**config.mk**
```make
export PLATFORM = sky130hd
export DESIGN_NAME = jtag_tap_responder
export DESIGN_NICKNAME = d
export VERILOG_FILES = /design/src/rtl/jtag_pkg.sv /design/src/rtl/jtag_pin_sync.sv /design/src/rtl/jtag_tap_responder.sv
export SDC_FILE = /design/constraint.sdc
export NUM_CORES = 1
export LEC_CHECK = 0
export ABC_CLOCK_PERIOD_IN_PS = 2200
export CAP_MARGIN = 20
export CORE_MARGIN = 8
export CORE_UTILIZATION = 51
export DETAILED_ROUTE_END_ITERATION = 8
export GPL_TIMING_DRIVEN = 0
export PLACE_DENSITY = 0.75
export SLEW_MARGIN = 20
export SYNTH_ARGS = -nofsm -noshare
export SYNTH_HDL_FRONTEND = slang
export SYNTH_SLANG_ARGS = --single-unit
```
**constraint.sdc**
```tcl
create_clock -name clk -period 2.2 [get_ports clk]
set_clock_uncertainty 0.2 [all_clocks]
set_input_delay 0.33 -clock clk [delete_from_list [all_inputs] [get_ports clk]]
set_output_delay 0.33 -clock clk [all_outputs]
set_load 0.05 [all_outputs]
```
**src/rtl/jtag_pkg.sv**
```systemverilog
// Shared TAP definitions: state encoding, default opcodes and the
// 1149.1 next-state function used by the responder FSM.
package jtag_pkg;

    typedef enum logic [3:0] {
        TLR      = 4'd0,
        RTI      = 4'd1,
        SEL_DR   = 4'd2,
        CAP_DR   = 4'd3,
        SH_DR    = 4'd4,
        EX1_DR   = 4'd5,
        PAUSE_DR = 4'd6,
        EX2_DR   = 4'd7,
        UPD_DR   = 4'd8,
        SEL_IR   = 4'd9,
        CAP_IR   = 4'd10,
        SH_IR    = 4'd11,
        EX1_IR   = 4'd12,
        PAUSE_IR = 4'd13,
        EX2_IR   = 4'd14,
        UPD_IR   = 4'd15
    } tap_state_e;

    localparam logic [3:0] OP_IDCODE_DEF = 4'b0001;
    localparam logic [3:0] OP_USER_DEF   = 4'b1000;

    function automatic tap_state_e tap_next(
        input tap_state_e s,
        input logic       tms
    );
        tap_state_e n;
        unique case (s)
            TLR:      n = tms ? TLR      : RTI;
            RTI:      n = tms ? SEL_DR   : RTI;
            SEL_DR:   n = tms ? SEL_IR   : CAP_DR;
            CAP_DR:   n = tms ? EX1_DR   : SH_DR;
            SH_DR:    n = tms ? EX1_DR   : SH_DR;
            EX1_DR:   n = tms ? UPD_DR   : PAUSE_DR;
            PAUSE_DR: n = tms ? EX2_DR   : PAUSE_DR;
            EX2_DR:   n = tms ? UPD_DR   : SH_DR;
            UPD_DR:   n = tms ? SEL_DR   : RTI;
            SEL_IR:   n = tms ? TLR      : CAP_IR;
            CAP_IR:   n = tms ? EX1_IR   : SH_IR;
            SH_IR:    n = tms ? EX1_IR   : SH_IR;
            EX1_IR:   n = tms ? UPD_IR   : PAUSE_IR;
            PAUSE_IR: n = tms ? EX2_IR   : PAUSE_IR;
            EX2_IR:   n = tms ? UPD_IR   : SH_IR;
            UPD_IR:   n = tms ? SEL_DR   : RTI;
            default:  n = TLR;
        endcase
        return n;
    endfunction

endpackage

```
**src/rtl/jtag_pin_sync.sv**
```systemverilog
// Brings tck/tms/tdi/trst_n into the clk domain and derives tck edge strobes.
// Ports: clk/rst in; raw pins in; tck_rise/tck_fall strobes, synced tms/tdi/trst_n out.
module jtag_pin_sync #(
    parameter int SYNC_STAGES = 2
) (
    input  logic clk,
    input  logic rst,
    input  logic tck,
    input  logic tms,
    input  logic tdi,
    input  logic trst_n,
    output logic tck_rise,
    output logic tck_fall,
    output logic tms_s,
    output logic tdi_s,
    output logic trst_n_s
);

    logic [SYNC_STAGES-1:0] tck_q;
    logic [SYNC_STAGES-1:0] tms_q;
    logic [SYNC_STAGES-1:0] tdi_q;
    logic [SYNC_STAGES-1:0] trst_q;
    logic                   tck_prev_q;

    // trst sync resets low so the TAP stays reset until the pin is seen high.
    always_ff @(posedge clk) begin
        if (rst) begin
            tck_q      <= '0;
            tms_q      <= '0;
            tdi_q      <= '0;
            trst_q     <= '0;
            tck_prev_q <= 1'b0;
        end else begin
            tck_q      <= {tck_q[SYNC_STAGES-2:0], tck};
            tms_q      <= {tms_q[SYNC_STAGES-2:0], tms};
            tdi_q      <= {tdi_q[SYNC_STAGES-2:0], tdi};
            trst_q     <= {trst_q[SYNC_STAGES-2:0], trst_n};
            tck_prev_q <= tck_q[SYNC_STAGES-1];
        end
    end

    assign tck_rise = tck_q[SYNC_STAGES-1] & ~tck_prev_q;
    assign tck_fall = ~tck_q[SYNC_STAGES-1] & tck_prev_q;
    assign tms_s    = tms_q[SYNC_STAGES-1];
    assign tdi_s    = tdi_q[SYNC_STAGES-1];
    assign trst_n_s = trst_q[SYNC_STAGES-1];

endmodule

```
**src/rtl/jtag_tap_responder.sv**
```systemverilog
// Target-side 1149.1 TAP with IR, BYPASS, IDCODE and one USER register.
// Ports: clk/rst, JTAG pins in, tdo/tdo_oe/tap_state out, USER capture/parallel/update.
module jtag_tap_responder
    import jtag_pkg::*;
#(
    parameter int                IR_LEN      = 4,
    parameter logic [31:0]       IDCODE_VAL  = 32'h1BB1_0001,
    parameter int                USER_LEN    = 8,
    parameter int                SYNC_STAGES = 2,
    parameter logic [IR_LEN-1:0] OP_IDCODE   = IR_LEN'(OP_IDCODE_DEF),
    parameter logic [IR_LEN-1:0] OP_USER     = IR_LEN'(OP_USER_DEF)
) (
    input  logic                clk,
    input  logic                rst,
    input  logic                tck,
    input  logic                tms,
    input  logic                tdi,
    input  logic                trst_n,
    output logic                tdo,
    output logic                tdo_oe,
    output logic [3:0]          tap_state,
    input  logic [USER_LEN-1:0] user_capture,
    output logic [USER_LEN-1:0] user_dr,
    output logic                user_update
);

    logic tck_rise, tck_fall, tms_s, tdi_s, trst_n_s;

    jtag_pin_sync #(
        .SYNC_STAGES(SYNC_STAGES)
    ) u_sync (
        .clk      (clk),
        .rst      (rst),
        .tck      (tck),
        .tms      (tms),
        .tdi      (tdi),
        .trst_n   (trst_n),
        .tck_rise (tck_rise),
        .tck_fall (tck_fall),
        .tms_s    (tms_s),
        .tdi_s    (tdi_s),
        .trst_n_s (trst_n_s)
    );

    tap_state_e          state_q, state_d;
    logic [IR_LEN-1:0]   ir_q, ir_d;
    logic [IR_LEN-1:0]   ir_sh_q, ir_sh_d;
    logic                byp_q, byp_d;
    logic [31:0]         id_sh_q, id_sh_d;
    logic [USER_LEN-1:0] usr_sh_q, usr_sh_d;
    logic [USER_LEN-1:0] user_dr_q, user_dr_d;
    logic                upd_q, upd_d;
    logic                tdo_q, tdo_d;
    logic                oe_q, oe_d;

    logic sel_id, sel_usr, dr_lsb, in_ir;

    assign sel_id  = (ir_q == OP_IDCODE);
    assign sel_usr = (ir_q == OP_USER);
    assign in_ir   = (state_q >= SEL_IR);

    always_comb begin
        dr_lsb = byp_q;
        unique case (1'b1)
            sel_id:  dr_lsb = id_sh_q[0];
            sel_usr: dr_lsb = usr_sh_q[0];
            default: dr_lsb = byp_q;
        endcase
    end

    always_ff @(posedge clk) begin
        if (rst) begin
            state_q   <= TLR;
            ir_q      <= OP_IDCODE;
            ir_sh_q   <= '0;
            byp_q     <= 1'b0;
            id_sh_q   <= '0;
            usr_sh_q  <= '0;
            user_dr_q <= '0;
            upd_q     <= 1'b0;
            tdo_q     <= 1'b0;
            oe_q      <= 1'b0;
        end else begin
            state_q   <= state_d;
            ir_q      <= ir_d;
            ir_sh_q   <= ir_sh_d;
            byp_q     <= byp_d;
            id_sh_q   <= id_sh_d;
            usr_sh_q  <= usr_sh_d;
            user_dr_q <= user_dr_d;
            upd_q     <= upd_d;
            tdo_q     <= tdo_d;
            oe_q      <= oe_d;
        end
    end

    always_comb begin
        state_d   = state_q;
        ir_d      = ir_q;
        ir_sh_d   = ir_sh_q;
        byp_d     = byp_q;
        id_sh_d   = id_sh_q;
        usr_sh_d  = usr_sh_q;
        user_dr_d = user_dr_q;
        upd_d     = 1'b0;
        tdo_d     = tdo_q;
        oe_d      = oe_q;

        // Capture/shift act on the state being left at the rising edge.
        if (tck_rise) begin
            state_d = tap_next(state_q, tms_s);
            case (state_q)
                CAP_IR: ir_sh_d = IR_LEN'(2'b01);
                SH_IR:  ir_sh_d = {tdi_s, ir_sh_q[IR_LEN-1:1]};
                CAP_DR: begin
                    unique case (1'b1)
                        sel_id:  id_sh_d  = IDCODE_VAL;
                        sel_usr: usr_sh_d = user_capture;
                        default: byp_d    = 1'b0;
                    endcase
                end
                SH_DR: begin
                    unique case (1'b1)
                        sel_id:  id_sh_d = {tdi_s, id_sh_q[31:1]};
                        sel_usr: usr_sh_d = (usr_sh_q >> 1)
                                 | (USER_LEN'(tdi_s) << (USER_LEN - 1));
                        default: byp_d = tdi_s;
                    endcase
                end
                default: ;
            endcase
        end

        if (tck_fall) begin
            case (state_q)
                UPD_IR: ir_d = ir_sh_q;
                UPD_DR: begin
                    if (sel_usr) begin
                        user_dr_d = usr_sh_q;
                        upd_d     = 1'b1;
                    end
                end
                default: ;
            endcase
            tdo_d = in_ir ? ir_sh_q[0] : dr_lsb;
            oe_d  = (state_q == SH_IR) || (state_q == SH_DR);
        end

        if (state_q == TLR) begin
            ir_d = OP_IDCODE;
        end

        // TAP reset overrides any coincident edge; user_dr survives it.
        if (!trst_n_s) begin
            state_d  = TLR;
            ir_d     = OP_IDCODE;
            ir_sh_d  = '0;
            byp_d    = 1'b0;
            id_sh_d  = '0;
            usr_sh_d = '0;
            upd_d    = 1'b0;
            tdo_d    = 1'b0;
            oe_d     = 1'b0;
        end
    end

    assign tdo         = tdo_q;
    assign tdo_oe      = oe_q;
    assign tap_state   = state_q;
    assign user_dr     = user_dr_q;
    assign user_update = upd_q;

endmodule

```
==> impl_metrics.csv <==
group,metric,value,unit
final_layout,final.fill_count,486,
clocking,htreeDepth,3,
global_route,grt_pass1_wl,12.0,mm
global_route,overflow,0,
clocking,clock_latency,0.35,ns
worst_setup_path,end_kind,"flop",
floorplan,initial_core_util,52.4,%
timing,hold_viol,0,
floorplan,dieArea,8800,sq um
power_and_ir_drop,p_int,0.00200,W
worst_setup_path,required,2.22,ns
power_and_ir_drop,power.density,670,nW/um^2
clocking,cts-hold-fix-buffers,0,
final_layout,fin_util,64.8,%
power_and_ir_drop,power.switching,0.000552,W
worst_setup_path,timing.rr.start,"ir_q[2]",
worst_setup_path,critPathLaunchType,"flop",
power_and_ir_drop,p_total,0.00255,W
power_and_ir_drop,power.leakage,1.25,nW
timing,period_needed,2.17,ns
yosys,avgSynthCellArea,8.74,sq um
yosys,ys_async_sr_fraction,0,%
yosys,synth_area,3090,sq um
timing,slew_headroom,51.0,%
final_layout,final_layout_size_suffix_gt1_share,14.1,%
yosys,ys_types,43,
global_route,antenna_found_initial,0,
power_and_ir_drop,peakVddDrop,410,uV
route,wl_per_cell,15.1,microns
floorplan,ios,29,
power_and_ir_drop,seqPwrFrac,52.0,%
clocking,cts_sinks,73,
route,drtIter0Drc,183,
timing,setup_slack,0.0326,ns
global_route,first_global_vias,2541,
timing,final-max-slew-violation-count,0,
timing,tightest_slew,0.725,ns
worst_setup_path,critPathSlowestCell,"or4b_4",
worst_setup_path,crit_top_cell,"buf_6",
yosys,syn-instance-count,353,
final_layout,nets,413,
clocking,clkTransAtPathRegs,0.08,ns
yosys,yosysSeqAreaShare,47.3,%
final_layout,layout_commonest_cell,"dfxtp_1",
min_path,hp-class,"in -> reg",
placement,place_congestion,0.821,
final_layout,multiInputGateArea,1510,sq um
route,postRouteAntennaNets,0,
final_layout,final_cell_mix,"dfxtp_1 (66), a21oi_1 (35), nand2_1 (32), nor2_1 (31), nand3_1 (28)",
global_route,grt_max_degree,14,
timing,max_freq,461,MHz
worst_setup_path,cp_cell_sequence,"or4b_4 > a2111o_1 > buf_6 > buf_6 > nor3_4 > nor3_1",
route,drcViolationCount,0,
worst_setup_path,rrSetupSlack,0.03,ns
yosys,synth-seq-cells,73,
yosys,yosysWarnings,0,
timing,setup_viol,0,
worst_setup_path,cp_max_fo,7,
floorplan,core,5890,sq um
power_and_ir_drop,p_comb_share,2.6,%
timing,fin_crit_sh,98.5,%
clocking,tritoncts,"built",
worst_setup_path,reg2regPathDepth,6,
placement,port_buffers,27,
worst_setup_path,cp-startpoint,"ir_q[2]",
job,maxCapViolations,0,
worst_setup_path,critical_path_class,"reg -> reg",
timing,fin_setup_tns,0,ns
global_route,grt_use_total,17.2,%
worst_setup_path,crit_arrival,2.19,ns
floorplan,rows,28,
clocking,root_buffer,"clkbuf_8",
route,num_vias,2767,
route,dr.pass1.iters,5,
placement,place_ws,-0.0991,ns
route,totalWireLength,7.25,mm
worst_setup_path,crit_end,"id_sh_q[28]",
status,status,"completed",
clocking,numCtsBuffers,9,
yosys,synth_fp_nets,367,
floorplan,chipHeight,93.8,microns
yosys,synth_edf_count,0,
final_layout,n_antenna_cell,0,
power_and_ir_drop,swShare,21.6,%
worst_setup_path,max_stage_delay,0.56,ns
floorplan,die-width,93.8,microns
power_and_ir_drop,power.share.clock,45.4,%
timing,grt_setup_unrepaired,"true",
final_layout,ff_latch_area,1480,sq um
clocking,cts_max_path_buffers,2,
placement,hpwl,4.72,mm
final_layout,area_growth,23.5,%
route,via_per_inst,5.78,
worst_setup_path,reg2reg_to,"id_sh_q[28]",
yosys,ys.flop_type,"dfxtp_1",
## per-stage QoR
stage | cells | instance area [sq um] | hold WS [ns]
floorplan | 353 | 3090 | 0.214
global placement | 455 | 3460 | 0.222
detailed placement | 455 | 3460 | 0.224
CTS | 473 | 3700 | 0.130
global route | 479 | 3810 | 0.161
finish | 479 | 3810 | 0.135
## registers in the layout (all words and copies together), names as in the netlist, 2 cells and up
name           count
user_dr            8
ir_q               4
u_sync.tck_q       2
usr_sh_q           8
ir_sh_q            4
u_sync.tdi_q       2
u_sync.tms_q       2
u_sync.trst_q      2
id_sh_q           32
tap_state          4
## layer usage
| metal | GRT usage, % | share of wire, % | vias to the layer above | wire length [microns] |
|---|---|---|---|---|
| met3 | 5.60 | 5.8 | 19 | 424 |
| met2 | 25.7 | 46 | 100 | 3360 |
| li1 | - | - | 1342 | - |
| met4 | 7.53 | 2.0 | 0 | 142 |
| met1 | 21.9 | 46 | 1306 | 3330 |
| met5 | 0 | 0 | - | 0 |
## worst min-delay path by stage
stage                             endpoint  slack (ns)  cells after the start             start
after global placement     u_sync.tms_q[1]        0.22                      1   u_sync.tms_q[0]
after CTS                  u_sync.tck_q[0]        0.13                      2               rst
final                      u_sync.tck_q[0]        0.13                      2               rst
after detailed placement  u_sync.trst_q[1]        0.22                      1  u_sync.trst_q[0]
after floorplan            u_sync.tck_q[1]        0.21                      1   u_sync.tck_q[0]
after global routing       u_sync.tck_q[0]        0.16                      2               rst
## critical path: cells and delay by family, from the launching register on
kind / cells / cell delay, ns
AO/OA/AOI/OAI: 1 / 0.38
flip-flops: 1 / 0.37
buffers and inverters: 2 / 0.30
AND/OR/NAND/NOR: 3 / 0.78
## power by group through the flow
| stage | registers [W] | logic, W | clock network [W] |
|---|---|---|---|
| after global placement | 0.00136 | 0.0000632 | 0 |
| final | 0.00133 | 0.0000654 | 0.00116 |
| after global routing | 0.00133 | 0.0000715 | 0.00124 |
| after detailed placement | 0.00136 | 0.0000641 | 0 |
| after CTS | 0.00133 | 0.0000644 | 0.00117 |
| after floorplan | 0.00136 | 0.0000324 | 0 |
## Yosys cell counts (2+ instances only)
| library cell | instances | area share [%] |
|---|---|---|
| nand2b_1 | 7 | 1.4 |
| o21ai_0 | 11 | 1.8 |
| nand2_1 | 32 | 3.9 |
| o31ai_1 | 4 | 0.97 |
| a211oi_2 | 2 | 0.81 |
| nor4_1 | 2 | 0.41 |
| a31oi_1 | 4 | 0.81 |
| nor3b_1 | 2 | 0.49 |
| nand4_1 | 2 | 0.41 |
| nor3_1 | 22 | 3.6 |
| nor2b_1 | 17 | 3.4 |
| and2_1 | 2 | 0.41 |
| nor2_1 | 31 | 3.8 |
| a211oi_1 | 7 | 1.7 |
| a21oi_1 | 35 | 5.7 |
| buf_1 | 3 | 0.36 |
| dfxtp_1 | 73 | 47 |
| inv_1 | 4 | 0.49 |
| buf_2 | 3 | 0.49 |
| clkbuf_1 | 17 | 2.1 |
| nand3b_1 | 4 | 0.97 |
| mux2i_1 | 17 | 5.5 |
| a2111oi_4 | 2 | 1.8 |
| nand3_1 | 28 | 4.5 |
| buf_6 | 4 | 1.5 |
## cell type report
cell class	count	share of cell area [%]
Inverter	4	0.394
Multi-Input combinational cell	248	39.7
Clock buffer	10	3.35
Tap cell	75	2.46
Buffer	26	3.81
Clock inverter	6	2.40
Sequential cell	73	38.8
Timing Repair Buffer	37	9.13
## cell families after synthesis
family / Yosys count / share of synthesized area, %
xor+xnor: 1 / 0.284
mux: 17 / 5.51
flops: 73 / 47.3
buf+inv: 32 / 5.11
simple gates: 153 / 24.7
compound gates: 77 / 17.0
## what timing repair did
action,4_1_cts,5_1_grt
endpoints found under the setup margin,24,51
buffers inserted,2,8
resized for setup,7,21
pin swaps,3,8
(Power assumes the default switching activity.)
